## src/rtl/io_input_conditioner.sv

```systemverilog
// ---------------------------------------------------------------------------
// io_input_conditioner
//
// Conditions the DE10 board push-buttons and slide switches before they reach
// the core's key/switch inputs. Every bit runs through its own independent
// channel: a 2-FF synchroniser, a stable-level register and a debounce counter.
// A new level is accepted only after it has been seen for DB_CYCLES
// consecutive cycles. Keys also produce registered one-cycle press/release
// strobes on accepted transitions.
//
// Optional build macro: IO_INPUT_COND_STICKY_EN
//   Adds i_evt_clr / o_key_evt: a per-key sticky flag that is set by a press
//   strobe and cleared by i_evt_clr (set wins when both occur together).
//
// Ports:
//   i_clk          core clock (25 MHz PLL domain)
//   i_reset        synchronous, active-high reset
//   i_key_raw      raw keys, asynchronous, active-low
//   i_sw_raw       raw switches, asynchronous
//   i_evt_clr      (macro only) per-key sticky event clear
//   o_key_evt      (macro only) per-key sticky press event
//   o_io_key       debounced key level, board polarity (1 = released)
//   o_io_sw        debounced switch level
//   o_key_press    1-cycle pulse on debounced 1->0
//   o_key_release  1-cycle pulse on debounced 0->1
// ---------------------------------------------------------------------------
module io_input_conditioner #(
  parameter int KEY_W     = 3,
  parameter int SW_W      = 10,
  parameter int DB_CYCLES = 250000
) (
  input  logic             i_clk,
  input  logic             i_reset,
  input  logic [KEY_W-1:0] i_key_raw,
  input  logic [SW_W-1:0]  i_sw_raw,
`ifdef IO_INPUT_COND_STICKY_EN
  input  logic [KEY_W-1:0] i_evt_clr,
  output logic [KEY_W-1:0] o_key_evt,
`endif
  output logic [KEY_W-1:0] o_io_key,
  output logic [SW_W-1:0]  o_io_sw,
  output logic [KEY_W-1:0] o_key_press,
  output logic [KEY_W-1:0] o_key_release
);

  localparam int CNT_W = $clog2(DB_CYCLES + 1);
  // Terminal count: the level is accepted on the edge where cnt already holds
  // DB_CYCLES-1, so the counter never reaches DB_CYCLES.
  localparam logic [CNT_W-1:0] CNT_LAST = CNT_W'(DB_CYCLES - 1);
  localparam logic [CNT_W-1:0] CNT_ONE  = CNT_W'(1);
  localparam logic [CNT_W-1:0] CNT_ZERO = {CNT_W{1'b0}};

  logic [KEY_W-1:0] key_s0_r;
  logic [KEY_W-1:0] key_s1_r;
  logic [KEY_W-1:0] key_st_r;
  logic [CNT_W-1:0] key_cnt_r [KEY_W];
  logic [KEY_W-1:0] key_accept_s;
  logic [KEY_W-1:0] key_press_r;
  logic [KEY_W-1:0] key_release_r;

  logic [SW_W-1:0]  sw_s0_r;
  logic [SW_W-1:0]  sw_s1_r;
  logic [SW_W-1:0]  sw_st_r;
  logic [CNT_W-1:0] sw_cnt_r [SW_W];
  logic [SW_W-1:0]  sw_accept_s;

  // Per-bit acceptance: synchronised level differs and the count is complete.
  always_comb begin
    key_accept_s = {KEY_W{1'b0}};
    sw_accept_s  = {SW_W{1'b0}};
    for (int i = 0; i < KEY_W; i++) begin
      if ((key_s1_r[i] != key_st_r[i]) && (key_cnt_r[i] == CNT_LAST)) begin
        key_accept_s[i] = 1'b1;
      end else begin
        key_accept_s[i] = 1'b0;
      end
    end
    for (int i = 0; i < SW_W; i++) begin
      if ((sw_s1_r[i] != sw_st_r[i]) && (sw_cnt_r[i] == CNT_LAST)) begin
        sw_accept_s[i] = 1'b1;
      end else begin
        sw_accept_s[i] = 1'b0;
      end
    end
  end

  // Key channels: synchroniser, debounce counter, stable level and strobes.
  always_ff @(posedge i_clk) begin
    if (i_reset) begin
      key_s0_r      <= {KEY_W{1'b1}};
      key_s1_r      <= {KEY_W{1'b1}};
      key_st_r      <= {KEY_W{1'b1}};
      key_press_r   <= {KEY_W{1'b0}};
      key_release_r <= {KEY_W{1'b0}};
      for (int i = 0; i < KEY_W; i++) begin
        key_cnt_r[i] <= CNT_ZERO;
      end
    end else begin
      key_s0_r <= i_key_raw;
      key_s1_r <= key_s0_r;
      for (int i = 0; i < KEY_W; i++) begin
        // Any return to the stable level restarts the debounce window.
        if (key_s1_r[i] == key_st_r[i]) begin
          key_cnt_r[i] <= CNT_ZERO;
        end else if (key_accept_s[i]) begin
          key_st_r[i]  <= key_s1_r[i];
          key_cnt_r[i] <= CNT_ZERO;
        end else begin
          key_cnt_r[i] <= key_cnt_r[i] + CNT_ONE;
        end
        // Strobes fire on the same edge the stable level changes.
        key_press_r[i]   <= key_accept_s[i] & ~key_s1_r[i];
        key_release_r[i] <= key_accept_s[i] &  key_s1_r[i];
      end
    end
  end

  // Switch channels: synchroniser, debounce counter and stable level.
  always_ff @(posedge i_clk) begin
    if (i_reset) begin
      sw_s0_r <= {SW_W{1'b0}};
      sw_s1_r <= {SW_W{1'b0}};
      sw_st_r <= {SW_W{1'b0}};
      for (int i = 0; i < SW_W; i++) begin
        sw_cnt_r[i] <= CNT_ZERO;
      end
    end else begin
      sw_s0_r <= i_sw_raw;
      sw_s1_r <= sw_s0_r;
      for (int i = 0; i < SW_W; i++) begin
        if (sw_s1_r[i] == sw_st_r[i]) begin
          sw_cnt_r[i] <= CNT_ZERO;
        end else if (sw_accept_s[i]) begin
          sw_st_r[i]  <= sw_s1_r[i];
          sw_cnt_r[i] <= CNT_ZERO;
        end else begin
          sw_cnt_r[i] <= sw_cnt_r[i] + CNT_ONE;
        end
      end
    end
  end

`ifdef IO_INPUT_COND_STICKY_EN
  logic [KEY_W-1:0] key_evt_r;

  // Sticky press flag; a press strobe in the clear cycle keeps it set.
  always_ff @(posedge i_clk) begin
    if (i_reset) begin
      key_evt_r <= {KEY_W{1'b0}};
    end else begin
      key_evt_r <= (key_evt_r & ~i_evt_clr) | key_press_r;
    end
  end

  assign o_key_evt = key_evt_r;
`endif

  assign o_io_key      = key_st_r;
  assign o_io_sw       = sw_st_r;
  assign o_key_press   = key_press_r;
  assign o_key_release = key_release_r;

endmodule

```

## config.mk

```make
export PLATFORM = sky130hd
export DESIGN_NAME = io_input_conditioner
export DESIGN_NICKNAME = d
export VERILOG_FILES = /design/src/rtl/io_input_conditioner.sv
export SDC_FILE = /design/constraint.sdc
export NUM_CORES = 1
export LEC_CHECK = 0
export ABC_AREA = 1
export BUFFER_PORTS_ARGS = -buffer_cell sky130_fd_sc_hd__buf_2
export CORE_MARGIN = 4
export CORE_UTILIZATION = 55
export CTS_CLUSTER_SIZE = 16
export DETAILED_ROUTE_END_ITERATION = 12
export PLACE_DENSITY = 0.73
export SYNTH_ARGS = -nofsm -noshare
export SYNTH_HDL_FRONTEND = slang
export SYNTH_SLANG_ARGS = --single-unit
```

## constraint.sdc

```tcl
create_clock -name i_clk -period 2 [get_ports i_clk]
set_clock_uncertainty 0.05 [all_clocks]
set_input_delay 0.2 -clock i_clk [delete_from_list [all_inputs] [get_ports i_clk]]
set_output_delay 0.2 -clock i_clk [all_outputs]
set_load 0.005 [all_outputs]
```

==> run metrics, run 1 <==
GR Util All Layers 0.194; Root Driver clkbuf_16; Mapped Cells 1934; Area Growth Syn to Fin 16.6%; WP buf/inv 0; post-synthesis mux area share 0; worst path cell trace ha_1 > nand2_1 > nor2_2 > nand2_1 > nor2_1 > nand2_1 > nand2_4 > nor2_1; std cell rows 61; Initial Utilization 0.563; Fin Setup TNS 0 ns; Leak 7.29 nW; fillers 2414; GP Congestion 0.885; last element of the critical path key_cnt_r[1][11]; Critical Path RT 2.18 ns; RSZ-0062 raised after global routing no; crit-path leading delay family simple AND/OR/NAND/NOR gates; Die Ht 178 um; CP Data Arrival Time 2.01 ns; Cell variety after synth 34; post-synthesis simple-gate area fraction 0.321; count of final setup violators 0; Crit path largest cell delay 0.46 ns; Worst path depth 8; YS warnings 0; Worst Setup End Kind flip-flop; Adder-Cell Fraction of Synth Area 0.0103; Area after DPL 17200 um2; vias in the first global route 12.3k; max-cap viol count 0; Die W 178 um; CP startpoint key_cnt_r[1][0]; first-pass GRT wire length 52700 um; TritonCTS clock tree done; Nets 2267; Detailed Routing Iterations Pass 1 6; routed vias 12.8k; Crit Reg-Reg Startpoint key_cnt_r[1][0]; antenna diode count 0; via/cell ratio 4.83; IO Pins 34; die area 31500 um2; most common cell after layout, fill and taps aside nand2_1; Peak Freq 548 MHz; Peak VDD IR 644 uV; CP startpoint kind flip-flop; worst reg-to-reg path cell count 8; Port-buffer cells 33; htree depth 2; outcome finished clean; min Tclk post-route 1.83 ns; fin area 18400 um2; layout cells sized above 1 0.0852; commonest cells after routing, fill and taps aside nand2_1 (452), nor2_1 (396), edfxtp_1 (234), conb_1 (234), inv_1 (215); worst-skew pair later-pin latency 0.50 ns; pwr dens 724 nW/um2; critical path's most frequent cell nand2_1; CTS-repair resized insts 0; total grt overflow 0; largest net degree at the start of global routing 19; Antenna Violating Nets Remaining 0; Routed WL 29500 um; Synth Area in XOR/XNOR 0.0459; sequential-to-total area share from yosys stat 0.501; FF+latch count, synth 279; WS Path Type flip-flop to flip-flop; antenna violations before repair 0; final hold vios 0; Initial DRC Count 710; Hold Path Class flip-flop to flip-flop; Core Area 28100 um2; clock buffer depth 3; total clock sinks 279; reg2reg setup slack 0.17 ns; period utilization 0.913; largest family of logic cells by synthesized area simple AND/OR/NAND/NOR gates; Post-route DRC 0; CP max FO 18; cell area after synthesis 15800 um2; Worst-path clk slew 0.05 ns; Crit Reg-Reg Endpoint key_cnt_r[1][11]; Mapped Avg Cell Area 8.18 um2; WL per Instance 11.2 um; Compound-Gate Fraction of Synth Area 0.0577; Slowest cell on crit path edfxtp_1; CTS Buf Count 34; hpwl dp 21600 um; Max Slew Vio Count 0
## per-stage QoR
step                      cells   util  power (W)  hold WS [ns]  setup WS, ns
after detailed placement   2565  0.612    0.00744         0.336         0.192
after global placement     2565  0.612    0.00742         0.333         0.250
after global routing       2642  0.657     0.0139         0.363       0.00108
after CTS                  2641  0.657     0.0135         0.357         0.178
after floorplan            2167      -    0.00729         0.254         0.346
final                      2642  0.657     0.0134         0.355         0.175
## sequential cells by signal, indices dropped and copies added (netlist names)
| signal | count |
|---|---|
| key_cnt_r | 54 |
| key_s0_r | 3 |
| key_s1_r | 3 |
| o_io_key | 3 |
| o_io_sw | 10 |
| o_key_press | 3 |
| o_key_release | 3 |
| sw_cnt_r | 180 |
| sw_s0_r | 10 |
| sw_s1_r | 10 |
## cell type report
class	instances	area, um2	area share
multi-input combinational	1652	7750	0.420
clock buffer	50	1020	0.0555
inverter	217	815	0.0442
sequential	279	7930	0.430
tap	378	473	0.0256
clock inverter	11	85.1	0.00461
timing repair buffer	55	368	0.0199
## where the power goes
part / switching [W] / internal (W)
sequential: 0.000238 / 0.00653
clock: 0.00232 / 0.00368
combinational: 0.000383 / 0.000211
total: 0.00294 / 0.0104
## metal layers
| layer | vias to the layer above | share of wire | wire length [um] | global-route usage |
|---|---|---|---|---|
| met3 | 52 | 0.034 | 1000 | 0.0285 |
| li1 | 6701 | - | - | - |
| met2 | 200 | 0.49 | 14500 | 0.344 |
| met1 | 5798 | 0.45 | 13400 | 0.251 |
| met5 | - | 0 | 0 | 0 |
| met4 | 0 | 0.021 | 629 | 0.0483 |
## kinds of logic (layout without fill, tap and decap cells)
group,Yosys count,after routing
AO/OA/AOI/OAI,164,164
XOR/XNOR,83,83
adder cells (fa/ha/maj),13,13
buffers and inverters,236,333
flip-flops,279,279
other,1,234
AND/OR/NAND/NOR,1158,1158
## worst min-delay path by stage
stage | start | to | cells after the start | slack [ns]
3_5_place_dp | i_key_raw[0] | key_s0_r[0] | 2 | 0.34
4_1_cts | sw_s0_r[7] | sw_s1_r[7] | 2 | 0.36
5_1_grt | key_s0_r[0] | key_s1_r[0] | 1 | 0.36
3_3_place_gp | i_key_raw[2] | key_s0_r[2] | 2 | 0.33
6_report | sw_s0_r[7] | sw_s1_r[7] | 2 | 0.35
2_1_floorplan | i_key_raw[0] | key_s0_r[0] | 1 | 0.25
## worst reg2reg max path, stage by stage (launching register included)
cell and delay (ns):
edfxtp_1 0.46, ha_1 0.23, nand2_1 0.10, nor2_2 0.12, nand2_1 0.10, nor2_1 0.11, nand2_1 0.11, nand2_4 0.20
nor2_1 0.09
## cells in the mapped netlist, drive strengths merged
cell | count | share of area
nand2 | 472 | 0.12
nor2 | 432 | 0.11
edfxtp | 234 | 0.44
inv | 217 | 0.051
a21oi | 128 | 0.044
nand3 | 123 | 0.040
xor2 | 50 | 0.028
dfxtp | 45 | 0.057
nand4 | 43 | 0.017
xnor2 | 33 | 0.018
nand3b | 31 | 0.015
o21ai | 31 | 0.011
nor3 | 26 | 0.0095
or2 | 21 | 0.0083
buf | 16 | 0.012
ha | 13 | 0.010
and2 | 10 | 0.0040
o21bai | 5 | 0.0024
clkbuf | 3 | 0.00071
conb | 1 | 0.00024
## what timing repair did
item / in CTS / in global routing
setup endpoints to repair: 0 / 14
setup buffers: 0 / 1
endpoints found under the hold margin: 14 / 0
hold buffers: 15 / 0
Note: power is estimated with default switching activity, not from simulation.
==> inputs of run 2 (changes only) <==
--- a/config.mk
+++ b/config.mk
@@ -7,11 +7,12 @@
 export LEC_CHECK = 0
 export ABC_AREA = 1
 export BUFFER_PORTS_ARGS = -buffer_cell sky130_fd_sc_hd__buf_2
+export CORE_ASPECT_RATIO = 0.9
 export CORE_MARGIN = 4
-export CORE_UTILIZATION = 55
+export CORE_UTILIZATION = 45
 export CTS_CLUSTER_SIZE = 16
 export DETAILED_ROUTE_END_ITERATION = 12
-export PLACE_DENSITY = 0.73
+export PLACE_DENSITY = 0.62
 export SYNTH_ARGS = -nofsm -noshare
 export SYNTH_HDL_FRONTEND = slang
 export SYNTH_SLANG_ARGS = --single-unit
==> run 2 against run 1 <==
  * Die area grew 21%
  * Fmax increased by 0.60%
  * Setup slack improved by 0.011 ns
  * Cell count grew 3.5%
  * Worst hold slack lost 0.33 ns
  * Power up 1.4%
  * Clock power grew 3%
  * Wire length is 2.7% higher
==> run metrics, run 2 (synthesis gave the netlist of run 1 again) <==
outcome finished clean; Leak 7.34 nW (+0.67%); largest net degree at the start of global routing 19 (unchanged); first-pass GRT wire length 53500 um (+1.5%); CTS Buf Count 35 (+2.9%); std cell rows 64 (+4.9%); htree depth 2 (unchanged); routed vias 12.6k (-0.80%); count of final setup violators 0 (unchanged); max-cap viol count 0 (unchanged); Initial Utilization 0.461 (-0.103); period utilization 0.907 (-0.00546); clock buffer depth 3 (unchanged); final core occ 0.542 (-0.115); via/cell ratio 4.63 (-4.1%); commonest cells after routing, fill and taps aside nand2_1 (452), nor2_1 (396), edfxtp_1 (234), conb_1 (234), inv_1 (215); IO Pins 34 (unchanged); biggest registers after layout sw_cnt_r x180, key_cnt_r x54; Area Growth Syn to Fin 17.6%; Fin Setup TNS 0 ns (unchanged); Antenna Violating Nets Remaining 0 (unchanged); antenna violations before repair 0 (unchanged); Pwr Total 0.0135 W (+1.4%); Worst Setup End Kind flip-flop; Post-route DRC 0 (unchanged); Die Ht 186 um (+4.7%); RSZ-0062 raised after global routing no; fin area 18600 um2 (+0.88%); min Tclk post-route 1.81 ns (-0.0109 ns); CP max FO 18 (unchanged); Area after DPL 17300 um2 (+0.79%); Internal 0.0105 W (+0.95%); worst-skew pair later-pin latency 0.52 ns (+0.02 ns); total grt overflow 0 (unchanged); Logic pwr share 0.044 (about the same); Placed Instances 2653 (+3.4%); Worst-path clk slew 0.06 ns (about the same); Max Slew Vio Count 0 (unchanged); CP Data Arrival Time 2.03 ns (+0.02 ns); total clock sinks 279 (unchanged); Clock power frac 0.456 (+0.007); Core Area 34400 um2 (+22%); most common cell after layout, fill and taps aside nand2_1; Detailed Routing Iterations Pass 1 5 (-1); vias in the first global route 12.0k (-2.6%); Peak VDD IR 598 uV (-7.2%); Rel. slew slack 0.670; Initial DRC Count 651 (-8.3%); Nets 2273 (+0.26%); Root Driver clkbuf_16; WL per Instance 11.1 um (-0.78%); die area 38200 um2 (+21%); Port-buffer cells 33 (unchanged); Peak Freq 551 MHz (+0.60%); CTS-repair resized insts 0 (unchanged); TritonCTS clock tree done; final hold vios 0 (unchanged); hpwl dp 22100 um (+2.2%); Slew @ Worst Pin 0.491 ns; max reg flops 180 (unchanged); WS Path Type flip-flop to flip-flop; CP startpoint kind flip-flop; sequential share of power 0.500 (-0.007); Hold Path Class primary input to flip-flop; layout cells sized above 1 0.0885 (+0.00322); Top reg by flops sw_cnt_r; pwr dens 728 nW/um2 (+0.50%); final std cells w/o fill 2734 (+3.5%); GR Util All Layers 0.164 (-0.0300); antenna diode count 0 (unchanged); Psw 0.00303 W (+2.9%); GP Congestion 0.848 (-4.2%); Routed WL 30300 um (+2.7%); Critical Path RT 2.21 ns (+0.03 ns); Sw Share 0.223 (+0.00336); Die W 206 um (+16%)
[run 2: changes by cell type in the layout (fill, tap and decap cells not counted), sizes merged]
cell         delta
bufinv          +1
buf             +6
dlygate4sd3     -1
inv             +3
clkinvlp        -3
clkbuf          +2
[run 2: worst paths after layout]
path	from	end	slack [ns]	cells past startpoint
min reg2reg	sw_s0_r[1]	sw_s1_r[1]	0.35	2
max reg2reg	sw_cnt_r[1][0]	sw_cnt_r[1][9]	0.19	8
max	sw_cnt_r[1][0]	sw_cnt_r[1][9]	0.19	8
min	i_reset	sw_s0_r[3]	0.03	3
[run 2: layer usage]
metal	track usage	part of all wire
met1	0.228	0.50
met2	0.268	0.44
met5	0	0
met4	0.0431	0.019
met3	0.0287	0.039
[run 2: final cells by class]
cell class,instances,area (um2)
tap,462,578
clock inverter,12,121
multi-input combinational,1652,7750
sequential,279,7930
timing repair buffer,60,403
fill,3241,15700
inverter,217,815
clock buffer,52,1010
[run 2: worst max-delay path, cell delays in order, from the launching register on]
cell      delay [ns]
edfxtp_1        0.47
ha_1            0.24
nand2_1         0.06
inv_1           0.08
nand3_1         0.09
nor2_1          0.15
nand2_1         0.12
nand2_4         0.21
a21oi_1         0.07
[run 2: power by group through the flow]
stage          clock network (W)  logic, W  registers (W)
2_1_floorplan                  0  0.000475        0.00682
3_3_place_gp                   0  0.000559        0.00688
3_5_place_dp                   0  0.000567        0.00689
4_1_cts                  0.00641  0.000592        0.00677
5_1_grt                  0.00664  0.000714        0.00680
6_report                 0.00618  0.000602        0.00677
[run 2: through the flow]
step           worst slack, ns  hold WS [ns]
4_1_cts                  0.175        0.0192
2_1_floorplan            0.346         0.254
5_1_grt                 0.0287        0.0389
3_5_place_dp             0.187         0.337
6_report                 0.186        0.0266
3_3_place_gp             0.231         0.334
[run 2: timing repair]
action                                  4_1_cts  5_1_grt
hold endpoints to repair                     13        0
setup buffers                                 0        3
hold buffers                                 14        0
endpoints found under the setup margin        0       14
==> inputs of run 3 (changes only) <==
--- a/config.mk
+++ b/config.mk
@@ -12,7 +12,7 @@
 export CORE_UTILIZATION = 45
 export CTS_CLUSTER_SIZE = 16
 export DETAILED_ROUTE_END_ITERATION = 12
-export PLACE_DENSITY = 0.62
+export PLACE_DENSITY = 0.65
 export SYNTH_ARGS = -nofsm -noshare
 export SYNTH_HDL_FRONTEND = slang
 export SYNTH_SLANG_ARGS = --single-unit
==> constraint.sdc (replaced) <==
create_clock -name i_clk -period 1.6 [get_ports i_clk]
set_clock_uncertainty 0.05 [all_clocks]
set_input_delay 0.16 -clock i_clk [delete_from_list [all_inputs] [get_ports i_clk]]
set_output_delay 0.16 -clock i_clk [all_outputs]
set_load 0.005 [all_outputs]
==> run 3 against run 2 <==
  * The run now ends with negative setup slack left
  * Wire length rose by 17%
  * Sequential cell count did not move
  * Fmax increased by 12%
  * Sequential share of layout area down 5.3 points
  * Design area up 14%
  * Setup slack lost 0.21 ns
  * Power rose by 26%
  * Global-route usage is 0.85 points higher
  * Critical path type unchanged
  * Critical endpoint is now sw_cnt_r[4][16]
==> run metrics, run 3 (synthesis gave the netlist of run 1 again) <==
CP Data Arrival Time 1.85 ns (-0.18 ns); worst-skew pair later-pin latency 0.51 ns (about the same); Port-buffer cells 33 (unchanged); htree depth 2 (unchanged); WL per Instance 12.2 um (+10%); CP max FO 5 (-13); max reg flops 180 (unchanged); Worst Setup End Kind flip-flop; Slew @ Worst Pin 0.772 ns (+0.282 ns); largest net degree at the start of global routing 19 (unchanged); IO Pins 34 (unchanged); via/cell ratio 4.77 (+3.0%); min Tclk post-route 1.62 ns (-0.193 ns); worst reg-to-reg path cell count 9 (+1); Peak VDD IR 811 uV (+36%); outcome finished, violations left; Post-route DRC 0 (unchanged); RSZ-0062 raised after global routing yes; Slowest cell on crit path edfxtp_1; WS Path Type flip-flop to flip-flop; critical path's most frequent cell nand2_2; reg2reg setup slack -0.02 ns (-0.21 ns); antenna violations before repair 0 (unchanged); Crit path largest cell delay 0.36 ns (-0.11 ns); Antenna Violating Nets Remaining 0 (unchanged); final core occ 0.618 (+0.0767); biggest registers after layout sw_cnt_r x180, key_cnt_r x54; period utilization 1.01 (+0.106); Crit Reg-Reg Startpoint sw_cnt_r[4][1]; TritonCTS clock tree done; Core Area 34400 um2 (unchanged); Die Ht 186 um (unchanged); final std cells w/o fill 2897 (+6.0%); most common cell after layout, fill and taps aside nand2_1; Pwr Total 0.0171 W (+26%); final hold slack 0.0470 ns (+0.0204 ns); max-cap viol count 0 (unchanged); total clock sinks 279 (unchanged); antenna diode count 0 (unchanged); clock buffer depth 3 (unchanged); hpwl dp 23700 um (+7.2%); GR Util All Layers 0.173 (+0.00853); CP startpoint sw_cnt_r[4][1]; Routed WL 35300 um (+17%); worst path cell trace ha_2 > nand2_2 > nor2_2 > nand2_2 > nor2_4 > nand2_2 > nand2_4 > clkbuf_16 > a21oi_2; vias in the first global route 12.8k (+7.3%); Leak 8.29 nW (+13%); die area 38200 um2 (unchanged); Nets 2438 (+7.3%); worst slack at placement -0.0676 ns (-0.255 ns); Die W 206 um (unchanged); count of final setup violators 15 (+15); layout cells sized above 1 0.232 (+0.144); Root Driver clkbuf_16; Area Growth Syn to Fin 34.3%; Rel. slew slack 0.485 (-0.185); routed vias 13.8k (+9.2%); fillers 2943 (-9.2%); GP Congestion 0.860 (+1.5%); violated checks negative setup slack; commonest cells after routing, fill and taps aside nand2_1 (429), nor2_1 (321), edfxtp_1 (234), conb_1 (234), inv_1 (205); final hold vios 0 (unchanged); Worst-path clk slew 0.06 ns (about the same); Crit Reg-Reg Endpoint sw_cnt_r[4][16]; first-pass GRT wire length 56100 um (+4.9%); Hold Path Class primary input to flip-flop; Peak Freq 617 MHz (+12%); Placed Instances 2764 (+4.2%); total grt overflow 0 (unchanged); Top reg by flops sw_cnt_r; last element of the critical path sw_cnt_r[4][16]; std cell rows 64 (unchanged); Initial Utilization 0.461 (unchanged); final worst slack -0.0218 ns (-0.207 ns); CTS Buf Count 34 (-2.9%); pwr dens 804 nW/um2 (+10%); Initial DRC Count 724 (+11%); Critical Path RT 1.82 ns (-0.39 ns); Max Slew Vio Count 0 (unchanged); Detailed Routing Iterations Pass 1 5 (unchanged); CP startpoint kind flip-flop
## run 3: critical path: cells and delay by family (launching register included)
| family | cells | cell delay (ns) |
|---|---|---|
| AND/OR/NAND/NOR | 6 | 0.56 |
| flip-flops | 1 | 0.36 |
| adder cells (fa/ha/maj) | 1 | 0.19 |
| buffers and inverters | 1 | 0.17 |
| AO/OA/AOI/OAI | 1 | 0.03 |
## run 3: area by class of cell
class / instances / area (um2) / area share
clock inverters: 13 / 115 / 0.00542
multi-input cells: 1672 / 9190 / 0.433
clock buffers: 48 / 965 / 0.0454
flip-flops and latches: 279 / 7930 / 0.373
inverters: 217 / 815 / 0.0383
well taps: 462 / 578 / 0.0272
repair buffers: 206 / 1660 / 0.0780
## run 3: stage by stage
step | setup TNS, ns | cell area [um2]
2_1_floorplan | -1.50 | 16700
4_1_cts | -0.104 | 19700
6_report | -0.138 | 21200
3_3_place_gp | -0.0453 | 18300
3_5_place_dp | -2.17 | 18300
5_1_grt | -8.34 | 21200
## run 3: timing repair
| item | 4_1_cts | 5_1_grt |
|---|---|---|
| resized for setup | 28 | 270 |
| endpoints found under the hold margin | 13 | 0 |
| buffers inserted | 0 | 34 |
| endpoints found under the setup margin | 125 | 240 |
| gates cloned | 7 | 19 |
| hold buffers | 13 | 0 |
| pin swaps | 8 | 61 |
## run 3: worst min path at each step
stage                  from  depth (start not counted)          end
2_1_floorplan  i_key_raw[0]                          1  key_s0_r[0]
3_3_place_gp   i_key_raw[1]                          2  key_s0_r[1]
3_5_place_dp   i_key_raw[1]                          2  key_s0_r[1]
4_1_cts             i_reset                          2  key_s0_r[1]
5_1_grt             i_reset                          2  key_s0_r[1]
6_report            i_reset                          2  key_s0_r[1]
## run 3: report_power, final
group	total (W)	switching [W]	internal (W)
clock network	0.00748	0.00296	0.00452
logic	0.00116	0.000684	0.000472
registers	0.00843	0.000272	0.00816
total	0.0171	0.00392	0.0132
## run 3: per-layer routing
| metal | share of wire | up-vias | track usage |
|---|---|---|---|
| li1 | - | 7094 | - |
| met2 | 0.48 | 241 | 0.293 |
| met5 | 0 | - | 0 |
| met1 | 0.46 | 6417 | 0.230 |
| met4 | 0.021 | 0 | 0.0504 |
| met3 | 0.040 | 59 | 0.0277 |
